**src/rtl/fifo_wptr_full.sv**
```systemverilog
// Write-domain side of the async FIFO: push qualification, binary/Gray write pointers,
// read-pointer synchroniser, and full / almost_full / fill level / sticky overflow flags.
module fifo_wptr_full #(
    parameter int ADDR_WIDTH = 3,
    parameter int FIFO_DEPTH = 8,
    parameter int AF_THRESH  = 6
) (
    input  logic                  clk,
    input  logic                  rst_n,
    input  logic                  wr_req,
    input  logic [ADDR_WIDTH:0]   rd_ptr_gray,
    input  logic                  ovf_clr,
    output logic                  wr_en,
    output logic [ADDR_WIDTH-1:0] wr_addr,
    output logic [ADDR_WIDTH:0]   wr_ptr_gray,
    output logic                  full,
    output logic                  almost_full,
    output logic [ADDR_WIDTH:0]   wr_level,
    output logic                  overflow
);

    localparam int              PW   = ADDR_WIDTH + 1;
    localparam logic [PW-1:0]   L_AF = PW'(AF_THRESH);

    if (FIFO_DEPTH != (1 << ADDR_WIDTH)) begin : g_bad_depth
        $error("fifo_wptr_full: FIFO_DEPTH must equal 2**ADDR_WIDTH");
    end
    if (ADDR_WIDTH < 2 || AF_THRESH < 1 || AF_THRESH > FIFO_DEPTH) begin : g_bad_param
        $error("fifo_wptr_full: ADDR_WIDTH or AF_THRESH out of range");
    end

    logic [PW-1:0] r_rq1;
    logic [PW-1:0] r_rq2;
    logic [PW-1:0] r_wbin;
    logic [PW-1:0] r_wgray;
    logic          r_full;
    logic          r_af;
    logic [PW-1:0] r_level;
    logic          r_ovf;

    logic          w_push;
    logic [PW-1:0] w_wbin_next;
    logic [PW-1:0] w_wgray_next;
    logic [PW-1:0] w_rbin_s;
    logic [PW-1:0] w_full_cmp;
    logic          w_full_next;
    logic [PW-1:0] w_level_next;
    logic          w_af_next;
    logic          w_ovf_next;

    // Gray->binary: each binary bit is the XOR of all Gray bits at or above it.
    for (genvar gi = 0; gi < PW; gi++) begin : g_g2b
        assign w_rbin_s[gi] = ^(r_rq2 >> gi);
    end

    // Gating with rst_n keeps the memory strobe quiet while reset is held.
    assign w_push       = wr_req & ~r_full & rst_n;
    assign w_wbin_next  = r_wbin + PW'(w_push);
    assign w_wgray_next = w_wbin_next ^ (w_wbin_next >> 1);

    // Full when the write pointer is one lap ahead: top two Gray bits inverted, rest equal.
    assign w_full_cmp   = {~r_rq2[ADDR_WIDTH:ADDR_WIDTH-1], r_rq2[ADDR_WIDTH-2:0]};
    assign w_full_next  = (w_wgray_next == w_full_cmp);

    assign w_level_next = w_wbin_next - w_rbin_s;
    assign w_af_next    = (w_level_next >= L_AF);

    // Set has priority over clear so an overflow coinciding with a clear is not lost.
    assign w_ovf_next   = (wr_req & r_full) | (r_ovf & ~ovf_clr);

    always_ff @(posedge clk or negedge rst_n) begin
        if (!rst_n) begin
            r_rq1   <= '0;
            r_rq2   <= '0;
            r_wbin  <= '0;
            r_wgray <= '0;
            r_full  <= 1'b0;
            r_af    <= 1'b0;
            r_level <= '0;
            r_ovf   <= 1'b0;
        end else begin
            r_rq1   <= rd_ptr_gray;
            r_rq2   <= r_rq1;
            r_wbin  <= w_wbin_next;
            r_wgray <= w_wgray_next;
            r_full  <= w_full_next;
            r_af    <= w_af_next;
            r_level <= w_level_next;
            r_ovf   <= w_ovf_next;
        end
    end

    assign wr_en       = w_push;
    assign wr_addr     = r_wbin[ADDR_WIDTH-1:0];
    assign wr_ptr_gray = r_wgray;
    assign full        = r_full;
    assign almost_full = r_af;
    assign wr_level    = r_level;
    assign overflow    = r_ovf;

endmodule
```
**config.mk**
```make
export PLATFORM = sky130hd
export DESIGN_NAME = fifo_wptr_full
export DESIGN_NICKNAME = d
export VERILOG_FILES = /design/src/rtl/fifo_wptr_full.sv
export SDC_FILE = /design/constraint.sdc
export NUM_CORES = 1
export LEC_CHECK = 0
export ABC_AREA = 0
export BUFFER_PORTS_ARGS = -buffer_cell sky130_fd_sc_hd__buf_2
export CORE_MARGIN = 4
export CORE_UTILIZATION = 30
export CTS_BUF_LIST = sky130_fd_sc_hd__clkbuf_2 sky130_fd_sc_hd__clkbuf_4 sky130_fd_sc_hd__clkbuf_8
export DETAILED_ROUTE_END_ITERATION = 16
export RECOVER_POWER = 25
export SLEW_MARGIN = 20
export SYNTH_ARGS = -nofsm -noshare
export SYNTH_HDL_FRONTEND = slang
export SYNTH_SLANG_ARGS = --single-unit
```
**constraint.sdc**
```tcl
create_clock -name clk -period 2.52 [get_ports clk]
set_input_delay 0.756 -clock clk [delete_from_list [all_inputs] [get_ports clk]]
set_output_delay 0.756 -clock clk [all_outputs]
set_load 0.02 [all_outputs]
```
# ---- Word level (Yosys, flattened, before mapping)
# Cells that the tools add are included.
# Widths: inputs -> output; s select.
dict set report classes {
  eq_ne 1
  n_addsub 2
  n_reduce_logical 4
  bitwise 9
  n_lt_le_gt_ge 1
}
# cell n
set ops {}
lappend ops {{$reduce_xor 4->1} 4}
lappend ops {{$add 4x1->4} 1}
lappend ops {{$and 1x1->1} 4}
lappend ops {{$eq 4x4->1} 1}
lappend ops {{$ge 4x3->1 const B} 1}
lappend ops {{$sub 4x4->4} 1}
lappend ops {{$xor 4x3->4} 1}
lappend ops {{$not 1->1} 2}
lappend ops {{$not 2->2} 1}
lappend ops {{$or 1x1->1} 1}
dict set report totals {
  regBits 23
  output_inout_bits 15
  elab_cells 25
}

# ---- Longest topological paths before layout
dict set report logic_depth {
  depth_word 6
  mapped_depth 10
}

# ---- Worst setup path before layout
# Ideal clock, no wire load.
dict set report synth_timing {
  path_kind {input to register}
  start {in rst_n}
  end {reg r_af (netlist: almost_full)}
  stages 10
  setup_time_ns 0.118
  arrival_time_ns 2.721
  n_path_buf 0
  required_time_ns 2.402
  path_slack_ns -0.319
  path_cell_list {nand2_1 > nor2_1 > ha_1 > ha_1 > xor2_2 > ha_1 > a21oi_1 > o21ai_0 > xor3_1 > a21o_1}
}
dict set report synth_via {
  elab_chain_len 4
}
# item line
set synth_rtl {}
lappend synth_rtl {{from (decl)} 9} ;# input logic rst_n,
lappend synth_rtl {{$and 1x1->1} 57} ;# assign w_push = wr_req & ~r_full & rst_n;
lappend synth_rtl {{net wr_en} 13} ;# output logic wr_en,
lappend synth_rtl {{$add 4x1->4} 58} ;# assign w_wbin_next = r_wbin + PW'(w_push);
lappend synth_rtl {{net w_wbin_next[2]} 42} ;# logic [PW-1:0] w_wbin_next;
lappend synth_rtl {{$sub 4x4->4} 65} ;# assign w_level_next = w_wbin_next - w_rbin_s;
lappend synth_rtl {{net w_level_next[3]} 47} ;# logic [PW-1:0] w_level_next;
lappend synth_rtl {{$ge 4x3->1} 66} ;# assign w_af_next = (w_level_next >= L_AF);
lappend synth_rtl {{net w_af_next} 48} ;# logic w_af_next;
lappend synth_rtl {{to (signal assigned)} 87} ;# r_af <= w_af_next;
lappend synth_rtl {{to (decl)} 37} ;# logic r_af;
# The timed path passes the listed nets, and every way through them passes these cells.

# ---- Final worst setup path
dict set report layout_timing {
  start {in rst_n}
  end {reg r_af (netlist: almost_full)}
}
dict set report layout_via {
  elab_chain_len 4
}
# item line
set layout_rtl {}
lappend layout_rtl {{$and 1x1->1} 57}
lappend layout_rtl {{$add 4x1->4} 58}
lappend layout_rtl {{net w_wbin_next[2]} 42}
lappend layout_rtl {{$sub 4x4->4} 65}
lappend layout_rtl {{net w_level_next[3]} 47}
lappend layout_rtl {{$ge 4x3->1} 66}
lappend layout_rtl {{net w_af_next} 48}
# The timed path passes the listed nets, and every way through them passes these cells.

==> summary.txt <==
Worst skew pair latency -> 0.30 ns
Tot GR Track Use -> 8.61%
Share of cells above drive strength 1 -> 38.7%
Routed length on met3 -> 140 um
Row count -> 19
Setup crit start kind -> input pin
Yosys top cell area share -> 62.5%
Crit path buf inv count -> 1
Clk root buf -> clkbuf_4
Clock buffer count from CTS -> 3
Clk pwr share -> 16.0%
Diode count -> 0
First-pass GRT wire length -> 2.66 mm
Synth Area in Compound Gates -> 3.41%
Most used cell, CP -> ha_4
Logic pwr share -> 50.4%
Yosys warns -> 0
Avg Cell Area, Syn -> 14.2 um^2
Tcrit/Tclk final -> 92.9%
Via/cell ratio -> 4.47
Post-synth cell types -> 17
Initial DRC count -> 4
Pin count of the biggest net entering global routing -> 23
Slowest stage cell, crit path -> ha_4
Setup-failing EPs final -> 0
Min-delay worst type -> register to register
Routed WL -> 1.45 mm
Total negative slack -> 0 ns
DIE WIDTH -> 62.2 um
Max-Slew Margin vs Limit -> 23.8%
Critical Path Fanout Max -> 3
Mapped Nets -> 76
Max incr delay on CP -> 0.29 ns
Initial core utilization -> 31.7%
Count of pins over their slew limit -> 0
TritonCTS Sinks -> 22
Tot Pwr -> 1.64 mW
H-tree Lvls -> 1
Synthesized cell area -> 881 um^2
Top sig layer -> met4
Post-synth top area cell -> dfrtp_1
Largest family of logic cells by synthesized area -> XOR/XNOR gates
Switching Share -> 38.3%
Xor-xnor portion of the synthesized cell area -> 16.3%
Fmax -> 427 MHz
Syn Inst Count -> 62
Setup crit end kind -> register
Core area -> 2780 um^2
Clock buffer depth -> 2
Layout Nets -> 108
Worst Setup Path Type -> input pin to register
Setup Fix Bufs, Post-CTS -> 0
Hold slack -> 0.360 ns
Routed Antenna Nets -> 0
DRC Markers -> 0
Hpwl dp -> 1.12 mm
WL per Instance -> 11.7 um
IO Pins -> 23
Final hold violation count -> 0
Seq pwr share -> 33.6%
Number of fill cells -> 271
Initial antenna violation count -> 0
WL met1 -> 552 um
Status -> finished, final reports clean
Cts-stage hold buffer count -> 0
Worst-path clk slew -> 0.11 ns
P_sw -> 0.627 mW
Synth Area in Simple Gates -> 5.40%
IO Port Bufs -> 22
Clock skew -> 0.00226 ns
Arrival time worst endpoint -> 2.54 ns
Full die area -> 3870 um^2
Least-Margin Pin Slew -> 1.14 ns
Area Growth Syn to Fin -> 33.0%
Post-synthesis mux area share -> 0%
Worst-path cell chain -> clkbuf_1 -> nand2_1 -> nor2_4 -> ha_4 -> ha_4 -> xor2_4 -> ha_4 -> nand2_1 -> o21ai_0 -> xor3_1 -> a21o_1
Vias in the first global route -> 613
Util after Layout -> 42.1%
Min Tclk post-route -> 2.34 ns
CTS tree -> built
Max Cap Violations -> 0
Largest delay share family, worst path -> adder cells
GPL Wtd Cong -> 0.784
Post-cts sizing count -> 0
RSZ-0062 raised after global routing -> no
DR vias -> 554
Leak -> 0.567 nW
Drt pass-1 iters -> 2
Largest cells by area after synthesis -> dfrtp_1 (63%), ha_1 (7.1%), xnor2_1 (5.0%), xor2_1 (5.0%), xor2_2 (3.7%)
P_int -> 1.01 mW
WL met2 -> 722 um
Sequential fraction of the synthesis area -> 62.5%
Total power per unit cell area -> 1400 nW/um^2
DIE HEIGHT -> 62.2 um
Peak supply drop -> 0.755 mV
Total grt overflow -> 0
FF+latch count, synth -> 22
Worst EP required -> 2.72 ns
Adder-cell area share of the yosys netlist -> 9.38%
## per-layer routing
layer  track usage, %  vias up
met2             14.5       18
met1             8.76      273
li1                 -      259
met4             4.07        0
met3             4.32        4
met5                0        -
## power groups by stage
stage               Clock (mW)  Sequential, mW  Combinational (mW)
global route             0.286           0.569               0.911
global placement             0           0.554               0.824
floorplan                    0           0.700               0.430
detailed placement           0           0.563               0.834
CTS                      0.273           0.555               0.840
finish                   0.262           0.550               0.824
## layout make-up
type / instances / area [um^2] / area share, %
flip-flops and latches: 22 / 551 / 47.0
multi-input cells: 33 / 360 / 30.8
repair buffers: 27 / 143 / 12.2
well taps: 31 / 38.8 / 3.31
clock inverters: 1 / 30.0 / 2.56
inverters: 7 / 26.3 / 2.24
clock buffers: 3 / 22.5 / 1.92
## path summary, 6_finish.rpt
| check | start | end | slack (ns) | cells after the start |
|---|---|---|---|---|
| max | rst_n | almost_full | 0.18 | 11 |
| min | r_rq1[2] | r_rq2[2] | 0.36 | 0 |
| max reg2reg | r_rq2[3] | almost_full | 0.25 | 7 |
| min reg2reg | r_rq1[2] | r_rq2[2] | 0.36 | 0 |
| max in group asynchronous | rst_n | r_rq2[3] | 1.06 | 2 |
| min in group asynchronous | rst_n | wr_level[3] | 0.79 | 2 |
## registers in the layout, summed over array words and instances (netlist names)
name,flops
wr_level,4
r_rq2,4
r_wbin,4
overflow,1
full,1
r_rq1,4
almost_full,1
wr_ptr_gray,3
## placed cells by master, fill, tap and decap left out
master,instances
dfrtp_1,22
buf_2,21
inv_1,7
xnor2_1,5
xor2_1,5
buf_4,4
nand2_1,3
ha_4,3
clkbuf_4,3
o21ai_0,2
nand3_1,2
or3_1,2
ha_1,2
clkbuf_1,2
xor2_4,1
nand3_2,1
xor2_2,1
a21oi_1,1
xor3_1,1
a22oi_1,1
a21o_1,1
nor2_4,1
fa_1,1
bufinv_16,1
## cells in the mapped netlist (all sizes together)
cell type   n
dfrtp      22
inv         7
xor2        7
ha          5
xnor2       5
nand2       3
nand3       3
o21ai       2
or3         2
a21o        1
a21oi       1
a22oi       1
fa          1
nor2        1
xor3        1
## worst reg2reg max path, stage by stage (launching register included)
cell and delay [ns]:
dfrtp_1 0.43, xnor2_1 0.37, xor2_1 0.31, xnor2_1 0.11, ha_1 0.22, fa_1 0.38
xnor2_1 0.15, a21o_1 0.19
## cell families after synthesis
kind of cell,count (synthesis)
AO/OA/AOI/OAI,5
flip-flops,22
buffers and inverters,7
AND/OR/NAND/NOR,9
adder cells (fa/ha/maj),6
XOR/XNOR,13
## stage by stage
stage | setup slack, ns | std cells | instance area [um^2]
global placement | -0.115 | 120 | 1120
floorplan | 0.00871 | 62 | 937
finish | 0.180 | 124 | 1170
global route | 0.0229 | 124 | 1170
detailed placement | -0.162 | 120 | 1120
CTS | 0.181 | 124 | 1180
No activity file was read; power rests on OpenSTA's default activity.
